<file path="config.mk">
export PLATFORM = sky130hd
export DESIGN_NAME = as_cgu_multi
export DESIGN_NICKNAME = d
export VERILOG_FILES = /design/src/rtl/as_cgu_multi_pkg.sv /design/src/rtl/as_cgu_chan.sv /design/src/rtl/as_cgu_multi.sv
export SDC_FILE = /design/constraint.sdc
export NUM_CORES = 1
export LEC_CHECK = 0
export ABC_AREA = 1
export BUFFER_PORTS_ARGS = -buffer_cell sky130_fd_sc_hd__buf_2
export CAP_MARGIN = 20
export CORE_ASPECT_RATIO = 0.75
export CORE_UTILIZATION = 35
export CTS_CLUSTER_SIZE = 20
export DETAILED_ROUTE_END_ITERATION = 8
export PLACE_DENSITY = 0.49
export RECOVER_POWER = 50
export SLEW_MARGIN = 25
export SYNTH_ARGS = -nofsm -noshare
export SYNTH_HDL_FRONTEND = slang
export SYNTH_SLANG_ARGS = --single-unit
</file>
<file path="constraint.sdc">
create_clock -name clk_i -period 1.86 [get_ports clk_i]
set_input_delay 0 -clock clk_i [delete_from_list [all_inputs] [get_ports clk_i]]
set_output_delay 0 -clock clk_i [all_outputs]
set_load 0.1 [all_outputs]
</file>
<file path="src/rtl/as_cgu_multi_pkg.sv">
// Shared types and reset defaults for the multi-channel clock generation unit.
package as_cgu_multi_pkg;

    localparam int CGU_CNT_W = 8;
    typedef logic [CGU_CNT_W-1:0] cgu_div_t;

    localparam cgu_div_t clk_core_div = 8'd4;
    localparam cgu_div_t clk_qspi_div = 8'd6;
    localparam cgu_div_t clk_bus1_div = 8'd5;
    localparam cgu_div_t clk_bus2_div = 8'd8;

    localparam int CGU_NUM_CH_DEFAULT = 4;

    // Element [k] is the reset divisor of channel k.
    localparam cgu_div_t [CGU_NUM_CH_DEFAULT-1:0] CGU_DIV_RST_DEFAULT =
        {clk_bus2_div, clk_bus1_div, clk_qspi_div, clk_core_div};

    typedef enum logic {
        CH_IDLE = 1'b0,
        CH_RUN  = 1'b1
    } cgu_chan_state_e;

endpackage

</file>
<file path="src/rtl/as_cgu_chan.sv">
// One divided-clock channel: counter, active/shadow divisor, enable drain and sync restart.
module as_cgu_chan
    import as_cgu_multi_pkg::*;
#(
    parameter int               CNT_W   = 8,
    parameter logic [CNT_W-1:0] DIV_RST = 4
) (
    input  logic             clk_i,
    input  logic             rst_ni,
    input  logic             en_i,
    input  logic             sync_i,
    input  logic             wr_en_i,
    input  logic [CNT_W-1:0] wr_div_i,
    output logic             clk_o,
    output logic             tick_o,
    output logic             pend_o,
    output cgu_chan_state_e  state_o
);

    function automatic logic [CNT_W-1:0] clamp_div(input logic [CNT_W-1:0] d);
        return (d < CNT_W'(2)) ? CNT_W'(2) : d;
    endfunction

    localparam logic [CNT_W-1:0] DIV_RST_C = clamp_div(DIV_RST);

    cgu_chan_state_e  state_q, state_d;
    logic [CNT_W-1:0] cnt_q, div_act_q, div_shd_q;
    logic [CNT_W-1:0] cnt_inc, half;
    logic             pend_q, clk_q, tick_q;
    logic             run, boundary, restart, apply_shd;

    always_ff @(posedge clk_i or negedge rst_ni) begin
        if (!rst_ni) begin
            state_q <= CH_IDLE;
        end else begin
            state_q <= state_d;
        end
    end

    // A running channel only returns to idle at the end of a full period.
    always_comb begin
        state_d = state_q;
        case (state_q)
            CH_IDLE: if (en_i) state_d = CH_RUN;
            CH_RUN:  if (boundary && !en_i) state_d = CH_IDLE;
            default: state_d = CH_IDLE;
        endcase
    end

    // Sync only restarts channels whose enable is still requested.
    always_comb begin
        run       = (state_q == CH_RUN);
        boundary  = run && (cnt_q == div_act_q - CNT_W'(1));
        restart   = en_i && (!run || boundary || sync_i);
        apply_shd = pend_q && (!run || boundary || (sync_i && en_i));
        cnt_inc   = cnt_q + CNT_W'(1);
        half      = div_act_q >> 1;
    end

    always_ff @(posedge clk_i or negedge rst_ni) begin
        if (!rst_ni) begin
            cnt_q     <= '0;
            clk_q     <= 1'b0;
            tick_q    <= 1'b0;
            pend_q    <= 1'b0;
            div_act_q <= DIV_RST_C;
            div_shd_q <= DIV_RST_C;
        end else begin
            tick_q <= restart;
            if (restart) begin
                cnt_q <= '0;
                clk_q <= 1'b1;
            end else if (run && !boundary) begin
                cnt_q <= cnt_inc;
                clk_q <= (cnt_inc < half);
            end else begin
                cnt_q <= '0;
                clk_q <= 1'b0;
            end
            if (apply_shd) begin
                div_act_q <= div_shd_q;
            end
            // A write coinciding with an apply lands in the shadow and stays pending.
            if (wr_en_i) begin
                div_shd_q <= clamp_div(wr_div_i);
                pend_q    <= 1'b1;
            end else if (apply_shd) begin
                pend_q <= 1'b0;
            end
        end
    end

    assign clk_o   = clk_q;
    assign tick_o  = tick_q;
    assign pend_o  = pend_q;
    assign state_o = state_q;

endmodule

</file>
<file path="src/rtl/as_cgu_multi.sv">
// N-channel clock generation unit: one as_cgu_chan per output plus divisor-write decode.
module as_cgu_multi
    import as_cgu_multi_pkg::*;
#(
    parameter int                     NUM_CH  = 4,
    parameter int                     CNT_W   = 8,
    parameter cgu_div_t [NUM_CH-1:0]  DIV_RST = CGU_DIV_RST_DEFAULT
) (
    input  logic                    clk_i,
    input  logic                    rst_ni,
    input  logic [NUM_CH-1:0]       en_i,
    input  logic                    sync_i,
    input  logic                    wr_en_i,
    input  logic [$clog2(NUM_CH):0] wr_ch_i,
    input  logic [CNT_W-1:0]        wr_div_i,
    output logic [NUM_CH-1:0]       clk_o,
    output logic [NUM_CH-1:0]       tick_o,
    output logic [NUM_CH-1:0]       pend_o,
    output logic [NUM_CH-1:0]       run_o
);

    localparam int CH_W = $clog2(NUM_CH) + 1;

    // Out-of-range channel indices match no instance and are dropped.
    for (genvar k = 0; k < NUM_CH; k++) begin : g_ch
        cgu_chan_state_e state;
        logic            wr_sel;

        assign wr_sel = wr_en_i && (wr_ch_i == CH_W'(k));

        as_cgu_chan #(
            .CNT_W   (CNT_W),
            .DIV_RST (CNT_W'(DIV_RST[k]))
        ) u_chan (
            .clk_i    (clk_i),
            .rst_ni   (rst_ni),
            .en_i     (en_i[k]),
            .sync_i   (sync_i),
            .wr_en_i  (wr_sel),
            .wr_div_i (wr_div_i),
            .clk_o    (clk_o[k]),
            .tick_o   (tick_o[k]),
            .pend_o   (pend_o[k]),
            .state_o  (state)
        );

        assign run_o[k] = (state == CH_RUN);
    end

endmodule

</file>
# ---- Word-level counts from Yosys, hierarchy flattened
# Cells that the tools add are included.
dict set report op_classes {
  n_addsub 8
  n_lt_le_gt_ge 5
  eq_ne 7
  mux 37
  bitwise_logic 4
  reduce_logical 57
}
# op n
set op_table {}
lappend op_table {{2-to-1 mux 8 bit} 9}
lappend op_table {{adder 8 x 1 -> 8 bit (second input constant)} 4}
lappend op_table {{equality test 8 bit} 4}
lappend op_table {{less-than comparator 8 x 7 -> 1 bit} 4}
lappend op_table {{subtractor 8 x 1 -> 8 bit (second input constant)} 4}
lappend op_table {{logical AND 1 bit} 28}
lappend op_table {{2-to-1 mux 1 bit} 24}
lappend op_table {{logical NOT 1 bit} 12}
lappend op_table {{logical OR 1 bit} 12}
lappend op_table {{less-than comparator 8 x 2 -> 1 bit (second input constant)} 1}
lappend op_table {{one-hot mux 1 bit (2 select lines)} 4}
lappend op_table {{nonzero test 2 bit} 4}
lappend op_table {{equality test 3 x 2 -> 1 bit (second input constant)} 2}
lappend op_table {{inverter 1 bit} 4}
lappend op_table {{equality test 3 x 1 -> 1 bit (second input constant)} 1}
lappend op_table {{logical NOT 3 bit} 1}
dict set report word_totals {
  regBits 112
  inputBits 19
  out_inout_bits 16
  wordCells 146
}

# ---- Longest topological paths before layout
# Gate-level depths: netlist (run 1).
dict set report logic_depth {
  depth_word 8
  depth_mapped 16
  depth_no_buf 16
}

# ---- Modules after synthesis
# Synthesis (run 1) repeated with hierarchy kept, for this count alone.
dict set report unflattened {
  cells_unflattened 887
  hier_area_um2 6688.9
}
# mod n_inst cells_each area_each_um2 seq_area_each_um2
set by_module_without_submodules {}
lappend by_module_without_submodules {{as_cgu_chan at g_ch[0].u_chan} 1 225 1677.9 703.2}
lappend by_module_without_submodules {{as_cgu_chan at g_ch[1].u_chan} 1 216 1647.8 705.7}
lappend by_module_without_submodules {{as_cgu_chan at g_ch[2].u_chan} 1 215 1644.1 705.7}
lappend by_module_without_submodules {{as_cgu_chan at g_ch[3].u_chan} 1 215 1641.6 703.2}
lappend by_module_without_submodules {as_cgu_multi 1 16 77.6 0.0}

# ---- Worst setup path after synthesis (run 1)
# OpenSTA, ideal clock, no wires.
dict set report synth_timing {
  path_kind {register to register}
  startpoint {register g_ch[0].u_chan.cnt_q[0]}
  endpoint {register g_ch[0].u_chan.clk_q}
  setup_time_ps 117
  arrival_time_ps 1769
  t_required_ps 1743
  setup_slack_ps -26
  path_stages_with_launch 12
  n_path_buf 0
  synth_period_minus_slack_ps 1886
  path_cell_list {dfrtp_1 -> inv_1 -> nor3_1 -> xnor2_1 -> inv_1 -> ha_1 -> nand2_1 -> o21a_1 -> nor3_1 -> nor2_1 -> nand2_1 -> nand2_1}
}
dict set report synth_between {
  elab_chain_len 6
  word_cells_on_any_way 11
  cone_classes {1 x add/sub; 1 x order compare; 1 x eq/ne; 2 x mux; 6 x reduce/logical}
}
# item line
set synth_lines {}
lappend synth_lines {{start: declaration} as_cgu_chan.sv:27} ;# logic [CNT_W-1:0] cnt_q, div_act_q, div_shd_q;
lappend synth_lines {{start signal: assignment} as_cgu_chan.sv:74} ;# cnt_q <= cnt_inc;
lappend synth_lines {{branches (longest 5 deep; another with adder 8 x 1 -> 8 bit)} n/a}
lappend synth_lines {{2-to-1 mux 1 bit *} as_cgu_chan.sv:70} ;# if (restart) begin
lappend synth_lines {{end signal: assignment} as_cgu_chan.sv:75} ;# clk_q <= (cnt_inc < half);
lappend synth_lines {{end: declaration} as_cgu_chan.sv:29} ;# logic pend_q, clk_q, tick_q;
# Every way passes the cells marked *.
# A chain may end at the register's enable or synchronous reset.

# ---- Worst setup path after layout (run 1)
dict set report layout_timing {
  startpoint {register g_ch[2].u_chan.div_act_q[0]}
  endpoint {register g_ch[2].u_chan.div_act_q[0]}
}
dict set report layout_between {
  elab_chain_len 6
}
# item line
set layout_lines {}
lappend layout_lines {{start: declaration} as_cgu_chan.sv:27}
lappend layout_lines {{start signal: assignment} as_cgu_chan.sv:81} ;# div_act_q <= div_shd_q;
lappend layout_lines {{subtractor 8 x 1 -> 8 bit} as_cgu_chan.sv:53} ;# boundary = run && (cnt_q == div_act_q - CNT_W'(1));
lappend layout_lines {{equality test 8 bit} as_cgu_chan.sv:53}
lappend layout_lines {{logical AND 1 bit} as_cgu_chan.sv:53}
lappend layout_lines {{logical OR 1 bit (2 in series)} as_cgu_chan.sv:55} ;# apply_shd = pend_q && (!run || boundary || (sync_i && en_i));
lappend layout_lines {{logical AND 1 bit} as_cgu_chan.sv:55}
# Every way passes these cells.

==> summary.txt, run 1 <==
Die
  • Initial core utilization: 36.19%
  • Die height: 119.7 um
  • Core box area: about 18000 um2
  • Io pins: 35
  • Die area: 19030 um2
  • Core Rows: 42
  • Die X: ~160 um

Detailed routing
  • Final wirelength: ~15 mm
  • Post-route DRC violation count: 0
  • Initial DRC Count: 244
  • Routed via count: 5233
  • Routed Antenna Nets: 0
  • Via density: roughly 4.4
  • Avg WL per Cell: 12.87 um
  • Detailed Routing Iterations Pass 1: 4

GRT
  • Initial antenna violation count: 0
  • Vias in the first global route: 4952
  • Largest net degree at the start of global routing: a little over 40
  • Gr usage total: 16.37%
  • First-pass GRT wire length: 24.64 mm
  • Grt ovf: 0

Worst setup path
  • Crit path max fanout: 6
  • Critical R2R Launch: g_ch[2].u_chan.div_act_q[0]$_DFFE_PN1P_
  • Critical setup path kind: reg2reg
  • Reg2reg setup slack: -0.1 ns
  • WP data required: 2.16 ns
  • Type of origin of the critical path: register
  • R2R cell count: 14
  • Reg2reg end: g_ch[2].u_chan.div_act_q[0]$_DFFE_PN1P_
  • Worst setup EP type: register
  • Worst Path Arrival: 2.26 ns

Yosys
  • Sequential area share after synthesis: around 44%
  • Synthesized instance count: 827
  • Syn avg cell area: 7.819 um2
  • Post-synthesis net count: 878
  • Yosys reg bits: 112
  • Synth Cell Area: roughly 6500 um2
  • Count of cell types in the netlist: 37
  • Syn. warnings: 0

STA
  • Pin slew with the least headroom to its limit: between 1 and 1.5 ns
  • Fin. Hold Viols: 0
  • Hold slack: 0.006458 ns
  • Setup ws final: -0.09899 ns
  • Max_slew headroom: between 30% and 40%
  • # setup viols final: 38
  • Fin crit share: 105.3%
  • Slew Viols, Final: 0
  • Skew final: roughly 0.0057 ns
  • Min cycle time layout: ~2 ns
  • RSZ-0062 raised after global routing: true
  • Fmax: 510.5 MHz

CTS
  • H-tree level count: 3
  • TritonCTS Buffers: 9
  • # clock sinks: approximately 110
  • CTS tree: done
  • Clock tree root driver cell: clkbuf_16
  • Clk buf depth: 2
  • CTS clk-pin slew, worst paths: 0.07 ns
  • Clk_lat worst skew: 0.36 ns

Layout
  • Non-filler instance count after layout: 1178
  • # nets final: 983
  • Final core area utilization: a little under half
  • Area delta synth->final: 31.31%
  • N_diodes: 0
  • Multi-input logic area: 3651 um2
  • Layout cells sized above 1: 32.59%
  • Area occupied by registers: 2819 um2
  • Layout fillers: 1776

Place
  • Placed wire-length estimate: 10.75 mm
  • Placer Congestion: slightly below 0.8
  • PortBufs: 34
  • Pre-CTS WS: -0.1083 ns
  • Cell Count Post-Placement: ~1100

Worst hold path
  • HP Class: in2reg
  • Min-Delay Path Depth: 3
  • Min-Delay Endpoint: g_ch[2].u_chan.div_shd_q[4]$_DFFE_PN0P_
  • HP Start: wr_div_i[4]

Job
  • Max Cap Viol: 0

Pwr
  • Pwr dens: 1643 nW/um2
  • IR Drop Worst-Case VDD: 776.7 uV
  • P_leak: 0.004319 uW

Outcome
  • Outcome: finished, violations left
  • Violated checks: negative setup slack
## critical path, cell delays in order (launching register included)
cell,delay (ns)
dfstp_2,0.54
inv_2,0.05
ha_4,0.17
inv_4,0.07
nand2_4,0.05
nand3_2,0.06
nand2_2,0.05
nor2_2,0.11
nand2_1,0.07
nor2_2,0.14
nand2_1,0.10
nand3_4,0.15
buf_12,0.17
nand3_2,0.06
nand2_1,0.09
## logic make-up after synthesis
kind of cell               share of synthesized area, %
and+or+nand+nor                                   28.56
xor gates and xnor gates                          6.095
adders and majority gates                         6.192
buffers and inverters                             10.35
DFF                                               43.58
AOI/OAI and AO/OA                                 5.224
## worst max-delay path by stage
stage	from	to	slack [ns]	depth (start not counted)
2_1_floorplan	g_ch[1].u_chan.div_act_q[1]$_DFFE_PN1P_	g_ch[1].u_chan.div_act_q[3]$_DFFE_PN0P_	0.04	15
3_5_place_dp	g_ch[2].u_chan.div_act_q[0]$_DFFE_PN1P_	g_ch[2].u_chan.div_act_q[4]$_DFFE_PN0P_	-0.11	11
6_report	g_ch[2].u_chan.div_act_q[0]$_DFFE_PN1P_	g_ch[2].u_chan.div_act_q[0]$_DFFE_PN1P_	-0.1	14
4_1_cts	g_ch[2].u_chan.div_act_q[0]$_DFFE_PN1P_	g_ch[2].u_chan.div_act_q[0]$_DFFE_PN1P_	-0.11	12
5_1_grt	g_ch[1].u_chan.div_act_q[1]$_DFFE_PN1P_	g_ch[1].u_chan.div_act_q[3]$_DFFE_PN0P_	-0.25	15
3_3_place_gp	g_ch[2].u_chan.div_act_q[0]$_DFFE_PN1P_	g_ch[2].u_chan.div_act_q[5]$_DFFE_PN0P_	-0.1	11
## power breakdown
group | leakage (uW) | total (uW) | switching (uW) | internal (uW)
logic | 0.00278 | 7920 | 4510 | 3410
registers | 0.00140 | 4070 | 845 | 3230
clock network | 0.000143 | 1960 | 916 | 1040
total | 0.00432 | 14000 | 6270 | 7680
## area by class of cell
class	instances	share of cell area [%]
multi-input cells	565	43.00
inverters	120	5.335
well taps	242	3.566
clock inverters	5	0.6779
clock buffers	10	2.697
repair buffers	124	11.52
flip-flops and latches	112	33.20
## stage by stage
stage | total power, uW | instance area [um2] | setup TNS, ns
after CTS | 13000 | 7898 | -2.072
after global routing | 15240 | 8491 | -7.879
after floorplan | 8692 | 6471 | 0
final | 13950 | 8491 | -1.735
after global placement | 10380 | 7223 | -2.162
after detailed placement | 10410 | 7223 | -2.797
## routing by layer
metal | vias up | track usage (%) | routed length, um
met2 | 46 | 24.04 | 6522
met5 | - | 0 | 0
met4 | 0 | 3.906 | 137
met3 | 8 | 3.318 | 350
li1 | 2761 | - | -
met1 | 2418 | 24.46 | 8155
## what timing repair did
action	in CTS	in global routing
gates cloned	2	2
hold buffers	7	0
buffers inserted	11	9
hold endpoints to repair	49	0
pin swaps	27	54
gates resized for setup	49	137
endpoints found under the setup margin	62	79
## flip-flops by register name, indices dropped and copies added, names as in the netlist
register,flops
g_ch.u_chan.clk_o,4
g_ch.u_chan.cnt_q,32
g_ch.u_chan.div_act_q,32
g_ch.u_chan.div_shd_q,32
g_ch.u_chan.pend_o,4
g_ch.u_chan.state_o,4
g_ch.u_chan.tick_o,4
## placed cells by master (no fill, tap or decap), types with 12 or more instances in the layout
master,n
buf_2,33
buf_4,66
dfrtp_1,99
dfstp_2,12
ha_1,20
inv_1,97
inv_2,22
nand2_1,218
nand2_2,19
nand3_1,27
nand3_2,33
nor2_1,56
nor2_2,22
nor2_4,14
o21ai_0,32
xor2_1,27
## cell usage after synthesis
| library cell | number | area, um2 |
|---|---|---|
| buf_8 | 1 | 15.01 |
| buf_1 | 1 | 3.750 |
| nor2_4 | 2 | 22.52 |
| xor2_1 | 32 | 280.3 |
| nor3_1 | 5 | 25.02 |
| dfstp_2 | 12 | 315.3 |
| dfrtp_1 | 100 | 2502 |
| o21ai_1 | 1 | 5.000 |
| inv_2 | 3 | 11.26 |
| nor2_2 | 4 | 25.02 |
| nand2_2 | 6 | 37.54 |
| nand2_1 | 240 | 900.9 |
| a31oi_1 | 2 | 12.51 |
| nand3b_1 | 4 | 30.03 |
| buf_4 | 16 | 120.1 |
| o21ai_0 | 35 | 175.2 |
| o211ai_1 | 4 | 30.03 |
| ha_1 | 32 | 400.4 |
| clkbuf_1 | 4 | 15.01 |
| inv_1 | 117 | 439.2 |
| nand3_1 | 57 | 285.3 |
| or2_0 | 1 | 6.260 |
| o21a_1 | 3 | 22.52 |
| nand4_1 | 7 | 43.79 |
| nand3_4 | 3 | 52.55 |
| or2_1 | 1 | 6.260 |
| nor2_1 | 86 | 322.8 |
| xnor2_1 | 13 | 113.9 |
| a21boi_0 | 2 | 15.01 |
| a21oi_1 | 14 | 70.07 |
| or2_2 | 2 | 12.51 |
| a21o_1 | 1 | 7.510 |
| buf_2 | 4 | 20.02 |
| buf_6 | 4 | 45.04 |
| nand3_2 | 6 | 60.06 |
| nor3_2 | 1 | 10.01 |
| nor4_1 | 1 | 6.260 |
No activity file was read; power rests on OpenSTA's default activity.
==> inputs of run 2 (changes only) <==
Settings changed: BUFFER_PORTS_ARGS -buffer_cell sky130_fd_sc_hd__buf_2 to unset, CORE_UTILIZATION 35 to 54, DONT_BUFFER_PORTS set to 1, PLACE_DENSITY 0.49 to 0.69.
==> run 2 against run 1 <==
Net effect:
- register-to-register slack worse by 0.02 ns
- sequential share of layout area is 0.60 points higher
- via count is 5.4% higher
- clock power is 5% lower
- count of clock-buffer cells in the layout is 1 lower
- the flow finishes with violations (negative hold slack, negative setup slack)
==> summary.txt, run 2 (synthesis gave the netlist of run 1 again) <==
Worst setup path
  • Worst Path Arrival: 2.27 ns
  • Crit path max fanout: 6
  • WP data required: between 2 and 2.5 ns
  • CP top delay family: simple AND/OR/NAND/NOR gates
  • Worst Path Buf+Inv: 4
  • CP max stage cell: dfstp_2
  • CP Cell Sequence: inv_2 -> buf_4 -> or2_0 -> a21oi_2 -> nand3_2 -> nor2_4 -> nand2_2 -> nand3_4 -> buf_12 -> buf_12 -> nand3_2 -> nand2_1
  • Worst stage delay on the critical path: 0.54 ns
  • Type of origin of the critical path: register
  • Critical setup path kind: reg2reg
  • Worst setup EP type: register

STA
  • Min cycle time layout: 1.980 ns
  • # setup viols final: 44
  • Max_slew headroom: 55.66%
  • Fin. Hold Viols: between 100 and 150
  • RSZ-0062 raised after global routing: true
  • Slew Viols, Final: 0
  • Fin crit share: 106.5%
  • Skew final: between 0.01 and 0.015 ns
  • Hold slack: -0.6636 ns
  • Setup ws final: -0.1205 ns
  • Pin slew with the least headroom to its limit: roughly 0.67 ns
  • Fmax: 504.9 MHz

GRT
  • Vias in the first global route: 5512
  • Grt ovf: 0
  • First-pass GRT wire length: ~25 mm
  • Gr usage total: between 20% and 30%
  • Initial antenna violation count: 0
  • Largest net degree at the start of global routing: between 100 and 150

Die
  • Core box area: 11610 um2
  • Io pins: 35
  • Die height: 96.77 um
  • Core Rows: 34
  • Initial core utilization: 55.68%
  • Die X: 128.4 um
  • Die area: 12420 um2

Layout
  • Layout cells sized above 1: 28.91%
  • Layout fillers: 900
  • Area delta synth->final: 28.93%
  • N_diodes: 0
  • Top Registers: g_ch.u_chan.cnt_q x32, g_ch.u_chan.div_act_q x32, g_ch.u_chan.div_shd_q x32
  • # nets final: approximately 970
  • Final core area utilization: 71.78%
  • Non-filler instance count after layout: 1082
  • Most frequent cells in the layout: nand2_1, dfrtp_1, inv_1
  • Most common cell after layout, fill and taps aside: nand2_1

Outcome
  • Violated checks: negative hold slack, negative setup slack
  • Outcome: finished, violations left

Detailed routing
  • Via density: 5.097
  • Top sig layer: met4
  • Metal-1 WL: between 6 and 7 mm
  • Wire length on met2: 7.409 mm
  • Initial DRC Count: 309
  • Routed via count: 5515
  • Detailed Routing Iterations Pass 1: 4
  • Metal3 WL: about 630 um
  • Avg WL per Cell: 13.89 um
  • Final wirelength: 15.03 mm
  • Routed Antenna Nets: 0
  • Post-route DRC violation count: 0

CTS
  • Cts hold-fix bufs: 21
  • Clock tree root driver cell: clkbuf_16
  • CTS tree: done
  • CTS clk-pin slew, worst paths: approximately 0.070 ns
  • H-tree level count: 3
  • TritonCTS Buffers: 9
  • Clk buf depth: 2
  • Clk_lat worst skew: 0.35 ns
  • # clock sinks: 112

Place
  • PortBufs: 0
  • Cell Count Post-Placement: 1013
  • Placer Congestion: 0.8540
  • Pre-CTS WS: -0.1291 ns
  • Placed wire-length estimate: approximately 10 mm

Pwr
  • IR Drop Worst-Case VDD: a little under 800 uV
  • P_leak: 0.004265 uW
  • Pwr dens: 1668 nW/um2

Worst hold path
  • HP Class: in2async

Job
  • Max Cap Viol: 0
==> run 2: cell count changes in the layout (fill, tap and decap cells not counted), moves of 5 or more <==
cell and delta:
xor2_2 -5, xor2_1 +5, buf_2 -33, dlygate4sd3_1 +14, nand2_2 +5, nand3_1 +5
==> run 2: report_power, final <==
part / switching [uW] / total [uW] / internal (uW) / leakage, uW
Sequential: 818 / 4040 / 3220 / 0.00140
Combinational: 4580 / 7990 / 3410 / 0.00273
Clock: 946 / 1870 / 925 / 0.000136
==> run 2: final timing paths <==
kind,from,to,slack [ns],cells past startpoint
min in group clk_i,en_i[2],g_ch[2].u_chan.cnt_q[1]$_DFF_PN0_,0.03,4
max in group asynchronous,rst_ni,g_ch[0].u_chan.div_act_q[2]$_DFFE_PN1P_,2.26,0
min,rst_ni,g_ch[2].u_chan.cnt_q[3]$_DFF_PN0_,-0.66,0
min reg2reg,g_ch[2].u_chan.div_shd_q[0]$_DFFE_PN1P_,g_ch[2].u_chan.div_act_q[0]$_DFFE_PN1P_,0.47,2
max reg2reg,g_ch[2].u_chan.div_act_q[0]$_DFFE_PN1P_,g_ch[2].u_chan.div_act_q[7]$_DFFE_PN0P_,-0.12,12
max,g_ch[2].u_chan.div_act_q[0]$_DFFE_PN1P_,g_ch[2].u_chan.div_act_q[7]$_DFFE_PN0P_,-0.12,12
==> run 2: repair_timing <==
item	in CTS	in global routing
setup endpoints to repair	59	79
pin swaps	18	52
endpoints found under the hold margin	159	112
setup buffers	17	13
cloned	2	2
resized for setup	78	99
==> run 2: layer usage <==
metal	global-route usage [%]	vias to the layer above
met3	4.591	23
met5	0	-
met4	6.968	0
met2	42.25	104
li1	-	2737
met1	34.14	2651
==> run 2: area by class of cell <==
class                      instances  area [um2]  area share [%]
clock buffer                       9       225.2           2.701
inverter                         120       452.9           5.433
tap                              162       202.7           2.431
timing repair buffer             107        1003           12.04
multi-input combinational        565        3578           42.92
sequential                       112        2818           33.80
clock inverter                     7       56.30          0.6754
==> run 2: worst reg2reg max path, delay by kind of cell, from the launching register on <==
family,cells,cell delay [ns]
and+or+nand+nor,7,0.77
DFF,1,0.54
AOI/OAI and AO/OA,1,0.15
buffers and inverters,4,0.43
==> run 2: per-stage QoR <==
stage / power (uW) / instance area (um2) / setup TNS [ns]
final: 13900 / 8337 / -2.314
after global routing: 15030 / 8337 / -9.317
after CTS: 12940 / 7876 / -1.188
after detailed placement: 10180 / 6898 / -2.695
after global placement: 9920 / 6898 / -1.617
after floorplan: 8692 / 6471 / 0
